### src/rtl/ethstream_pkg.sv
// Shared types and constants for the multi-channel ethstream UDP transmit path.
package ethstream_pkg;

   typedef enum logic [2:0] {
      ST_IDLE,
      ST_LSB_LENGTH,
      ST_MSB_LENGTH,
      ST_REQUEST,
      ST_STREAM,
      ST_DRAIN,
      ST_FINISH
   } state_t;

   localparam logic [1:0] RES_PEND = 2'b00;
   localparam logic [1:0] RES_OK   = 2'b01;

   localparam int HDR_BYTES = 2;

endpackage

### src/rtl/ethstream_rr_arb.sv
// Combinational round-robin pick: lowest requester at/after ptr, else lowest overall.
module ethstream_rr_arb
   import ethstream_pkg::*;
#(
   parameter int NUM_CH = 4,
   localparam int IDX_W = (NUM_CH > 1) ? $clog2(NUM_CH) : 1
) (
   input  logic [NUM_CH-1:0] req,
   input  logic [IDX_W-1:0]  ptr,
   output logic [NUM_CH-1:0] gnt,
   output logic [IDX_W-1:0]  gnt_idx
);

   logic             hi_hit;
   logic             any_req;
   logic [IDX_W-1:0] hi_idx;
   logic [IDX_W-1:0] lo_idx;

   always_comb begin
      hi_hit  = 1'b0;
      any_req = 1'b0;
      hi_idx  = '0;
      lo_idx  = '0;
      // descending scan so the lowest matching index wins in each class
      for (int i = NUM_CH - 1; i >= 0; i--) begin
         if (req[i]) begin
            any_req = 1'b1;
            lo_idx  = IDX_W'(i);
            if (i >= int'(ptr)) begin
               hi_hit = 1'b1;
               hi_idx = IDX_W'(i);
            end
         end
      end
      gnt_idx = hi_hit ? hi_idx : lo_idx;
      gnt     = any_req ? (NUM_CH'(1) << gnt_idx) : '0;
   end

endmodule

### src/rtl/ethstream_mux_tx.sv
// Multi-channel UDP transmit streamer: round-robin packet mux with length header,
// length enforcement, result/timeout handling, link-drop recovery and status counters.
//
//  state       | meaning
//  IDLE        | waiting for link and a valid channel
//  LSB_LENGTH  | taking header length[7:0]
//  MSB_LENGTH  | taking header length[15:8]
//  REQUEST     | one-cycle UDP transmit request
//  STREAM      | forwarding payload, byte counter enforces length
//  DRAIN       | discarding channel bytes until tlast
//  FINISH      | waiting for UDP result or timeout
module ethstream_mux_tx
   import ethstream_pkg::*;
#(
   parameter int NUM_CH         = 4,
   parameter int TIMEOUT_CYCLES = 65535,
   parameter int CNT_W          = 32,
   localparam int IDX_W = (NUM_CH > 1) ? $clog2(NUM_CH) : 1
) (
   input  logic                  clk,
   input  logic                  aresetn,
   input  logic                  stream_linked,
   input  logic [31:0]           stream_ip_addr,
   input  logic [15:0]           stream_base_port,
   input  logic [8*NUM_CH-1:0]   s_axis_tdata,
   input  logic [NUM_CH-1:0]     s_axis_tvalid,
   input  logic [NUM_CH-1:0]     s_axis_tlast,
   output logic [NUM_CH-1:0]     s_axis_tready,
   output logic                  udp_out_start,
   output logic [7:0]            udp_out_data,
   output logic                  udp_out_valid,
   output logic                  udp_out_last,
   input  logic                  udp_out_ready,
   input  logic [1:0]            udp_out_result,
   output logic [31:0]           udp_out_dst_ip_addr,
   output logic [15:0]           udp_out_dst_port,
   output logic [15:0]           udp_out_length,
   output logic [CNT_W-1:0]      pkt_count,
   output logic [CNT_W-1:0]      err_count,
   output logic [IDX_W-1:0]      active_ch
);

   localparam int TMO_W = $clog2(TIMEOUT_CYCLES + 1);
   localparam logic [TMO_W-1:0] TMO_INIT = TMO_W'(TIMEOUT_CYCLES - 1);

   state_t           state_q, state_d;
   logic [IDX_W-1:0] ch_q, rr_q, arb_idx, ch_next;
   logic [NUM_CH-1:0] arb_gnt;
   logic [15:0]      length_q, byte_cnt_q, port_q;
   logic [TMO_W-1:0] tmo_q;
   logic             started_q;
   logic [7:0]       tdata_ch;
   logic             tvalid_ch, tlast_ch;
   logic             grant, err_inc, pkt_inc;
   logic             len_lo_we, len_hi_we, cnt_load, cnt_dec;

   ethstream_rr_arb #(.NUM_CH(NUM_CH)) u_arb (
      .req     (s_axis_tvalid),
      .ptr     (rr_q),
      .gnt     (arb_gnt),
      .gnt_idx (arb_idx)
   );

   assign tdata_ch  = s_axis_tdata[8*ch_q +: 8];
   assign tvalid_ch = s_axis_tvalid[ch_q];
   assign tlast_ch  = s_axis_tlast[ch_q];
   assign ch_next   = (ch_q == IDX_W'(NUM_CH - 1)) ? '0 : ch_q + 1'b1;

   assign udp_out_dst_ip_addr = stream_ip_addr;
   assign udp_out_dst_port    = port_q;
   assign udp_out_length      = length_q;
   assign active_ch           = ch_q;

   always_comb begin
      state_d       = state_q;
      s_axis_tready = '0;
      udp_out_start = 1'b0;
      udp_out_valid = 1'b0;
      udp_out_last  = 1'b0;
      udp_out_data  = '0;
      grant         = 1'b0;
      err_inc       = 1'b0;
      pkt_inc       = 1'b0;
      len_lo_we     = 1'b0;
      len_hi_we     = 1'b0;
      cnt_load      = 1'b0;
      cnt_dec       = 1'b0;
      case (state_q)
         ST_IDLE: begin
            if (stream_linked && (|arb_gnt)) begin
               grant   = 1'b1;
               state_d = ST_LSB_LENGTH;
            end
         end
         ST_LSB_LENGTH: begin
            s_axis_tready[ch_q] = 1'b1;
            if (tvalid_ch) begin
               len_lo_we = 1'b1;
               if (tlast_ch) begin
                  err_inc = 1'b1;
                  state_d = ST_IDLE;
               end else begin
                  state_d = ST_MSB_LENGTH;
               end
            end
         end
         ST_MSB_LENGTH: begin
            s_axis_tready[ch_q] = 1'b1;
            if (tvalid_ch) begin
               len_hi_we = 1'b1;
               if (tlast_ch) begin
                  err_inc = 1'b1;
                  state_d = ST_IDLE;
               end else if ({tdata_ch, length_q[7:0]} == 16'd0) begin
                  err_inc = 1'b1;
                  state_d = ST_DRAIN;
               end else begin
                  state_d = ST_REQUEST;
               end
            end
         end
         ST_REQUEST: begin
            if (!stream_linked) begin
               err_inc = 1'b1;
               state_d = ST_DRAIN;
            end else begin
               udp_out_start = 1'b1;
               cnt_load      = 1'b1;
               state_d       = ST_STREAM;
            end
         end
         ST_STREAM: begin
            if (!stream_linked) begin
               err_inc = 1'b1;
               state_d = ST_DRAIN;
            end else begin
               udp_out_start       = 1'b1;
               udp_out_valid       = tvalid_ch;
               udp_out_data        = tdata_ch;
               udp_out_last        = tvalid_ch && ((byte_cnt_q == 16'd1) || tlast_ch);
               s_axis_tready[ch_q] = udp_out_ready;
               if (tvalid_ch && udp_out_ready) begin
                  if (byte_cnt_q == 16'd1) begin
                     // length reached: source must also end here, else the tail is discarded
                     if (tlast_ch) begin
                        state_d = ST_FINISH;
                     end else begin
                        err_inc = 1'b1;
                        state_d = ST_DRAIN;
                     end
                  end else if (tlast_ch) begin
                     err_inc = 1'b1;
                     state_d = ST_FINISH;
                  end else begin
                     cnt_dec = 1'b1;
                  end
               end
            end
         end
         ST_DRAIN: begin
            udp_out_start       = started_q;
            s_axis_tready[ch_q] = 1'b1;
            if (tvalid_ch && tlast_ch) begin
               state_d = started_q ? ST_FINISH : ST_IDLE;
            end
         end
         ST_FINISH: begin
            udp_out_start = 1'b1;
            if (!stream_linked) begin
               err_inc = 1'b1;
               state_d = ST_IDLE;
            end else if (udp_out_result == RES_OK) begin
               pkt_inc = 1'b1;
               state_d = ST_IDLE;
            end else if (udp_out_result != RES_PEND) begin
               err_inc = 1'b1;
               state_d = ST_IDLE;
            end else if (tmo_q == '0) begin
               err_inc = 1'b1;
               state_d = ST_IDLE;
            end
         end
         default: state_d = ST_IDLE;
      endcase
   end

   always_ff @(posedge clk or negedge aresetn) begin
      if (!aresetn) begin
         state_q    <= ST_IDLE;
         ch_q       <= '0;
         rr_q       <= '0;
         port_q     <= '0;
         length_q   <= '0;
         byte_cnt_q <= '0;
         tmo_q      <= TMO_INIT;
         started_q  <= 1'b0;
         pkt_count  <= '0;
         err_count  <= '0;
      end else begin
         state_q <= state_d;
         if (grant) begin
            ch_q   <= arb_idx;
            port_q <= stream_base_port + 16'(arb_idx);
         end
         if ((state_d == ST_IDLE) && (state_q != ST_IDLE)) rr_q <= ch_next;
         if (len_lo_we) length_q[7:0]  <= tdata_ch;
         if (len_hi_we) length_q[15:8] <= tdata_ch;
         if (cnt_load) byte_cnt_q <= length_q;
         else if (cnt_dec) byte_cnt_q <= byte_cnt_q - 16'd1;
         if (state_q != ST_FINISH) tmo_q <= TMO_INIT;
         else if (tmo_q != '0) tmo_q <= tmo_q - 1'b1;
         // remembers whether the UDP core was engaged, deciding DRAIN's exit and start
         if (state_q == ST_IDLE) started_q <= 1'b0;
         else if (state_q == ST_REQUEST) started_q <= stream_linked;
         else if ((state_q == ST_STREAM) && !stream_linked) started_q <= 1'b0;
         if (pkt_inc) pkt_count <= pkt_count + 1'b1;
         if (err_inc) err_count <= err_count + 1'b1;
      end
   end

endmodule

### config.mk
export PLATFORM = sky130hd
export DESIGN_NAME = ethstream_mux_tx
export DESIGN_NICKNAME = d
export VERILOG_FILES = /design/src/rtl/ethstream_pkg.sv /design/src/rtl/ethstream_rr_arb.sv /design/src/rtl/ethstream_mux_tx.sv
export SDC_FILE = /design/constraint.sdc
export NUM_CORES = 1
export LEC_CHECK = 0
export ABC_AREA = 1
export CORE_UTILIZATION = 50
export CTS_CLUSTER_DIAMETER = 120
export CTS_CLUSTER_SIZE = 20
export DETAILED_ROUTE_END_ITERATION = 16
export GPL_TIMING_DRIVEN = 0
export PLACE_DENSITY = 0.87
export SYNTH_ARGS = -nofsm -noshare
export SYNTH_HDL_FRONTEND = slang
export SYNTH_SLANG_ARGS = --single-unit
export TNS_END_PERCENT = 5
### constraint.sdc
create_clock -name clk -period 4.2 [get_ports clk]
set_input_delay 0.84 -clock clk [delete_from_list [all_inputs] [get_ports clk]]
set_output_delay 0.84 -clock clk [all_outputs]
set_load 0.02 [all_outputs]
==> results of run 1 <==
==> layer usage <==
layer,global-route usage,vias up,part of all wire
li1,-,4216,-
met1,0.352,4050,0.42
met2,0.461,381,0.48
met3,0.0654,66,0.072
met4,0.122,0,0.032
met5,0,-,0
==> sequential cells by signal (all words and copies together) (netlist names) <==
name,count
udp_out_length,16
pkt_count,32
tmo_q,16
udp_out_dst_port,16
byte_cnt_q,16
started_q,1
err_count,32
active_ch,2
state_q,3
rr_q,2
==> cells in the mapped netlist, types with 3 or more instances <==
cell type	instances
sky130_fd_sc_hd__a211oi_1	4
sky130_fd_sc_hd__a21oi_1	25
sky130_fd_sc_hd__a31oi_1	3
sky130_fd_sc_hd__buf_2	6
sky130_fd_sc_hd__buf_4	34
sky130_fd_sc_hd__buf_6	7
sky130_fd_sc_hd__clkbuf_1	10
sky130_fd_sc_hd__dfrtp_1	121
sky130_fd_sc_hd__dfstp_2	15
sky130_fd_sc_hd__ha_1	12
sky130_fd_sc_hd__inv_1	116
sky130_fd_sc_hd__inv_2	10
sky130_fd_sc_hd__nand2_1	322
sky130_fd_sc_hd__nand2_2	5
sky130_fd_sc_hd__nand3_1	86
sky130_fd_sc_hd__nand3b_1	7
sky130_fd_sc_hd__nand4_1	26
sky130_fd_sc_hd__nor2_1	136
sky130_fd_sc_hd__nor2_2	9
sky130_fd_sc_hd__nor3_1	46
sky130_fd_sc_hd__nor4_1	9
sky130_fd_sc_hd__o211ai_1	5
sky130_fd_sc_hd__o21ai_0	46
sky130_fd_sc_hd__o21ai_1	16
sky130_fd_sc_hd__xnor2_1	15
sky130_fd_sc_hd__xor2_1	54
==> power by group through the flow <==
stage               clock network, uW  logic [uW]  registers, uW
finish                           1590        2720           2020
global route                     1660        2980           2060
CTS                              1600        2720           2010
detailed placement                  0        2710           2020
global placement                    0        2640           2010
floorplan                           0        1390           2230
==> repair_timing <==
item                                    4_1_cts  5_1_grt
gates resized for setup                       1        1
endpoints found under the setup margin        1        1
pin swaps                                     0        0
==> worst max-delay path: stages <==
cell and delay [ns]:
sky130_fd_sc_hd__clkdlybuf4s50_1 0.61, sky130_fd_sc_hd__inv_2 0.11, sky130_fd_sc_hd__nor2_4 0.27, sky130_fd_sc_hd__inv_1 0.14
sky130_fd_sc_hd__clkbuf_1 0.25, sky130_fd_sc_hd__o2111ai_1 0.14, sky130_fd_sc_hd__clkdlybuf4s50_1 0.69
==> worst max path at each step <==
stage	slack, ns	depth (start not counted)	end	startpoint
2_1_floorplan	1.35	19	udp_out_dst_port[14]	s_axis_tvalid[1]
3_3_place_gp	-3.11	1	err_count[11]	aresetn
3_5_place_dp	-0.06	7	udp_out_start	stream_linked
4_1_cts	0.17	7	udp_out_start	stream_linked
5_1_grt	0.18	7	udp_out_start	stream_linked
6_report	0.30	7	udp_out_start	stream_linked
==> layout make-up <==
| type | count | share of cell area |
|---|---|---|
| buffer | 57 | 0.0346 |
| clock buffer | 23 | 0.0421 |
| timing repair buffer | 207 | 0.180 |
| inverter | 126 | 0.0408 |
| multi-input combinational | 854 | 0.372 |
| sequential | 136 | 0.295 |
| tap | 220 | 0.0237 |
| clock inverter | 9 | 0.0118 |
==> kinds of logic after synthesis <==
logic type                 share of synthesized area
adders and majority gates                     0.0198
xor gates and xnor gates                      0.0721
and+or+nand+nor                                0.334
AOI/OAI and AO/OA                             0.0749
DFF                                            0.398
buffers and inverters                          0.102
==> per-stage QoR <==
step / setup TNS (ns) / total power (uW)
floorplan: 0 / 3620
global placement: -396.41 / 4650
global route: 0 / 6700
finish: 0 / 6330
detailed placement: -0.0615 / 4730
CTS: 0 / 6320
==> out/results.txt, run 1 <==
The top-level port count was 239; the final critical-path required period was 3.90 ns. After synthesis, the cell types taking the most area are sky130_fd_sc_hd__dfrtp_1, sky130_fd_sc_hd__nand2_1, sky130_fd_sc_hd__nor2_1, sky130_fd_sc_hd__xor2_1, sky130_fd_sc_hd__inv_1. The tightest min-delay check is of the in -> async type. The H-tree depth is 4. The wire-length estimate of the detail-placed layout is 18.1 mm. The sequential cell area fraction in the yosys report is 0.398, and the worst slack after detailed placement is -0.0615 ns. The category of the worst setup path launch point was a primary input. Relative to the synthesized area, the layout overhead comes to 34.8%. The post-route clock period utilization was 0.929; the synthesized netlist net count was 1280.

For the share of the core filled with cells in the final layout, the log shows 0.695. Static timing analysis puts the maximum clock frequency at 0.256 GHz. The leakage power was 0.00511 uW. The net switching power is 2560 uW. The share of total power consumed by net switching was 0.405.

The internal portion of total power was 3770 uW. No sink is reached through more buffers than the 2 on the longest clock path. The critical path is of the in -> out type.

The clock reaches the later pin of the worst-skew pair after 0.43 ns. After detailed routing, the average wire length per cell comes to 14.8 um. The initial detailed-routing violation count is 739, and the unique cell type count in the Yosys netlist is 47.

The tools report the sequential group share of total power as 0.319. The tools report the category of the worst setup path capture point as an output port. Leaving out fill and tap cells, the most frequent cells in the layout are sky130_fd_sc_hd__nand2_1, sky130_fd_sc_hd__clkdlybuf4s50_1, sky130_fd_sc_hd__nor2_1. The power share of the combinational group is 0.430, and the core outline area is 16700 um2. Summing all placed instances gives a cell area of 11000 um2. The critical register-to-register path startpoint was rr_q[1].

For this run, the leading register cell type out of synthesis is sky130_fd_sc_hd__dfrtp_1. In this run the critical register-to-register path is captured at udp_out_dst_port[14]. The worst setup slack after layout is 0.298 ns, and the pin count of the biggest net entering global routing is 87. The synthesized design contains 136 register bits. In this run the vertical extent of the chip is 133 um. The ratio of total power to cell area was 545 nW/um2. The number of cells after detailed placement is 1600, and the number of clock sinks is 136. The library cell used most frequently in the layout, excluding fill and tap cells, is sky130_fd_sc_hd__nand2_1. The clock transition time at the flip-flop clock pins of the worst setup and hold paths was 0.05 ns; the post-CTS setup-driven buffer insertion count was 0. Setup repair after global routing left no endpoint under its margin. Share of async-settable or async-resettable flops after synthesis: 1.00.

The number of cells traversed by the worst register-to-register path came out at 18. The maximum fanout encountered on the critical timing path was 10. The final layout contains 1506 nets. STA puts the critical path data arrival time at 3.06 ns. The tools report the final number of max-transition violations as 0. After floorplanning, the core was divided into 47 placement rows.

The count of buffers added on input and output ports is 206. The run gives 0 as the number of antenna-violating nets in the routed design. Across all layers, the routed design uses 8713 vias. The worst relative slew slack came out at 0.620. For the number of global-route vias before repair, the log shows 8343. The die boundary width was 133 um; the count of final hold-check violations was 0. 0 antenna diodes ended up in the layout. After filler insertion, the fill cell instance count of the layout stands at 1374. In this run the clock root is driven by a sky130_fd_sc_hd__clkbuf_16.

The final setup violation count came out at 0. Excluding fillers, the count of instances in the completed layout stands at 1632. The die covers 17700 um2. At the end of routability-driven placement, the weighted congestion stood at 0.925. Cell type with the largest total area after synthesis: sky130_fd_sc_hd__dfrtp_1. The worst reg-to-reg setup slack came out at 1.47 ns. The multi-input combinational cells in the finished layout cover a total of 4320 um2.

Using the TritonRoute via totals, the vias-per-cell ratio works out to 5.34. A synthesized cell averages 7.34 um2. The global-route total usage across every layer is 0.280, and the total DRC errors in the routed layout is 0. Yosys mapped a number of flops with a built-in enable equal to 0. The tools report the required time reported for the critical path endpoint as 3.36 ns. Counting every instance in the synthesized netlist gives 1173. The flow ran to the end, and the final reports show no timing, DRC or antenna violations. The fraction of layout cells with a size suffix above 1 was 0.0928; the global-route congestion overflow total was 0. The logs give 24.2 mm for the final routed wirelength across all metal layers and 6 for the first-pass detailed-route iteration total.

The flip-flop and latch area was 3420 um2. For the pin with the worst max-slew slack, the measured transition is 0.566 ns. On the final layout, the worst clock skew is 0.0121 ns. The logs give 0 for the initial antenna violation count and 0 for the number of warnings issued by yosys. The number of maximum-capacitance violations was 0; the area fraction of the dominant cell type after synthesis was 0.352.

The logs give 8610 um2 for the mapped cell area and 0.341 ns for the final worst hold slack. The relative contribution of the clock network to total power was 0.251; the worst vdd rail ir drop was 414 uV. TritonCTS built the clock tree. The effective utilization at floorplan is 0.515.

The first-pass GRT wire length was 39.8 mm; the post-cts hold buffer count was 0. In this run, CTS created clock tree buffers numbering 17. The finished cells cover 11600 um2.
No activity file was read; power rests on OpenSTA's default activity.
==> inputs of run 2 (changes only) <==
--- a/config.mk
+++ b/config.mk
@@ -11,7 +11,7 @@
 export CTS_CLUSTER_SIZE = 20
 export DETAILED_ROUTE_END_ITERATION = 16
 export GPL_TIMING_DRIVEN = 0
-export PLACE_DENSITY = 0.87
+export PLACE_DENSITY = 0.8
 export SYNTH_ARGS = -nofsm -noshare
 export SYNTH_HDL_FRONTEND = slang
 export SYNTH_SLANG_ARGS = --single-unit
==> out/results.txt, run 2 (same netlist as run 1, synthesis figures left out) <==
The later-pin clock latency in the skew report is 0.43 ns (about the same). The tools report the count of final hold-check violations as 0 (unchanged). Commonest cells after routing, fill and taps aside: sky130_fd_sc_hd__nand2_1, sky130_fd_sc_hd__clkdlybuf4s50_1, sky130_fd_sc_hd__nor2_1 (unchanged). Largest registers in the final layout: err_count (32), pkt_count (32) (unchanged). The top-level port count is 239 (unchanged), and the final setup violation count is 0 (unchanged).

The flow ran to the end, and the final reports show no timing, DRC or antenna violations. The commonest non-fill, non-tap cell in the layout was sky130_fd_sc_hd__nand2_1 (unchanged). The tools report the category of the worst setup path capture point as an output port (unchanged). The share of total power consumed by net switching works out to 0.400 (was 0.405). The tools report the total DRC errors in the routed layout as 0 (unchanged). The average wire per cell in the routed design is 14.5 um (was 14.8 um), and the global-route congestion overflow total is 0 (unchanged). The tools report the CTS root buffer as sky130_fd_sc_hd__clkbuf_16 (unchanged). The antenna diode count is 0 (unchanged), and the pin count of the biggest net entering global routing is 83 (was 87). The worst vdd rail ir drop was 371 uV (was 414 uV); the sum of negative setup slack was 0 ns (unchanged). The tools report the worst slack after detailed placement as -0.109 ns (was -0.0615 ns). The path category of the worst min-delay check is in -> async (unchanged). The ratio of total power to cell area is 547 nW/um2 (was 545 nW/um2).

The required time reported for the critical path endpoint was 3.36 ns (about the same); the die boundary height was 133 um (unchanged). The maximum number of buffers from clock root to sink is 2 (unchanged), and the number of cells traversed by the worst register-to-register path is 18 (unchanged). The tools report the effective utilization at floorplan as 0.515 (unchanged). The H-tree depth is 4 (unchanged).

The maximum fanout encountered on the critical timing path is 10 (unchanged). TritonCTS built the clock tree. The actual transition at the worst max-transition pin works out to 0.579 ns (was 0.566 ns). The tools report the category of the worst setup path launch point as a primary input (unchanged). The tools report the number of buffers added by the clock tree synthesis step as 17 (unchanged). The run gives 0 (unchanged) as the number of antenna-violating nets in the routed design. The logs give 0 (unchanged) for the post-CTS setup-driven buffer insertion count and 47 (unchanged) for the cell row count.

The die boundary width came out at 133 um (unchanged). The tools report the initial antenna violation count as 0 (unchanged). The tools report the initial detailed-routing violation count as 599 (was 739). For the number of maximum-capacitance violations, the log shows 0 (unchanged). Setup repair after global routing left no endpoint under its margin.

The per-cell via count in the routed design is 5.26 (was 5.34). The fraction of layout cells with a size suffix above 1 works out to 0.0928 (unchanged). The tools report the worst setup slack after layout as 0.0801 ns (was 0.298 ns). For the flip-flop and latch area, the log shows 3420 um2 (unchanged). The final worst hold slack is 0.341 ns (about the same), and the leakage power is 0.00511 uW (about the same).

Quantity of I/O buffers inserted on ports: 206 (unchanged). For the net switching power, the log shows 2540 uW (was 2560 uW). Final routed wirelength across all metal layers: 23.7 mm (was 24.2 mm).

Area added between synthesis and finish: 35.0% (was 34.8%). The tools report the via total after detailed routing as 8587 (was 8713). The final HPWL from detailed placement is 18.1 mm (about the same). The area of the die was 17700 um2 (unchanged). The highest achievable clock rate is 0.243 GHz (was 0.256 GHz), and the maximum clock skew at final layout is 0.00786 ns (was 0.0121 ns).

The post-route clock period utilization works out to 0.981 (was 0.929). The first-pass detailed-route iteration total was 8 (was 6); the internal portion of total power was 3810 uW (was 3770 uW). For the relative contribution of the clock network to total power, the log shows 0.254 (was 0.251). Fill cell instance count of the final layout: 1409 (was 1374).

The count of nets after finishing was 1506 (unchanged); the final critical-path required period was 4.12 ns (was 3.90 ns). The global-route total usage across every layer was 0.273 (was 0.280); the power share of the combinational group was 0.428 (was 0.430). The core outline area was 16700 um2 (unchanged); the number of global-route vias before repair was 8000 (was 8343). The logs give 0.611 (was 0.620) for the worst relative slew slack and 38.7 mm (was 39.8 mm) for the first-pass GRT wire length. The logs give 0 (unchanged) for the post-cts hold buffer count and 0 (unchanged) for the final number of max-transition violations.

The run gives 3.28 ns (was 3.06 ns) as the arrival time at the worst endpoint. Final weighted congestion in routability-driven placement: 0.941 (was 0.925). The area of combinational cells with multiple inputs is 4310 um2 (was 4320 um2). Sequential group share of total power: 0.318 (was 0.319). The clock transition time at the flip-flop clock pins of the worst setup and hold paths works out to 0.06 ns (was 0.05 ns). The critical path class was in -> out (unchanged). The number of clock sinks is 136 (unchanged).
## run 2: power by group through the flow
| stage | sequential, uW | clock, uW | combinational, uW |
|---|---|---|---|
| finish | 2020 | 1610 | 2720 |
| floorplan | 2230 | 0 | 1390 |
| CTS | 2010 | 1640 | 2720 |
| detailed placement | 2020 | 0 | 2710 |
| global route | 2060 | 1710 | 2970 |
| global placement | 2020 | 0 | 2650 |
## run 2: cell type report
type / count / area share
tap: 220 / 0.0237
buffer: 57 / 0.0346
multi-input combinational: 854 / 0.371
inverter: 126 / 0.0407
clock inverter: 10 / 0.0142
clock buffer: 22 / 0.0408
timing repair buffer: 207 / 0.180
sequential: 136 / 0.295
## run 2: worst paths after layout
path / slack, ns / end / start
max reg2reg: 1.50 / udp_out_dst_port[14] / rr_q[1]
min in group clk: 0.49 / udp_out_dst_port[6] / udp_out_dst_port[6]
min reg2reg: 0.49 / udp_out_dst_port[6] / udp_out_dst_port[6]
max: 0.08 / udp_out_start / stream_linked
max in group asynchronous: 3.03 / tmo_q[7] / aresetn
min: 0.34 / udp_out_dst_port[5] / aresetn
## run 2: through the flow
stage | total power [uW] | util | cell area (um2) | cells
final | 6350 | 0.695 | 11600 | 1632
after floorplan | 3620 | - | 8610 | 1173
after global routing | 6740 | 0.695 | 11600 | 1632
after CTS | 6370 | 0.695 | 11600 | 1632
after global placement | 4670 | 0.655 | 10900 | 1599
after detailed placement | 4730 | 0.657 | 11000 | 1600
## run 2: worst max-delay path, stage by stage
cell and delay [ns]:
sky130_fd_sc_hd__clkdlybuf4s50_1 0.67, sky130_fd_sc_hd__inv_2 0.11, sky130_fd_sc_hd__nor2_2 0.41, sky130_fd_sc_hd__inv_1 0.16, sky130_fd_sc_hd__clkbuf_1 0.26, sky130_fd_sc_hd__o2111ai_1 0.13, sky130_fd_sc_hd__clkdlybuf4s50_1 0.67
## run 2: per-layer routing
metal	track usage	part of all wire	routed length, um	up-vias
li1	-	-	-	4219
met4	0.0871	0.020	471	0
met2	0.451	0.48	11400	288
met1	0.358	0.44	10400	4038
met3	0.0552	0.065	1550	42
met5	0	0	0	-
## run 2: timing repair
item | CTS | global route
endpoints found under the hold margin | 0 | 0
endpoints found under the setup margin | 1 | 0
gates resized for setup | 1 | 0
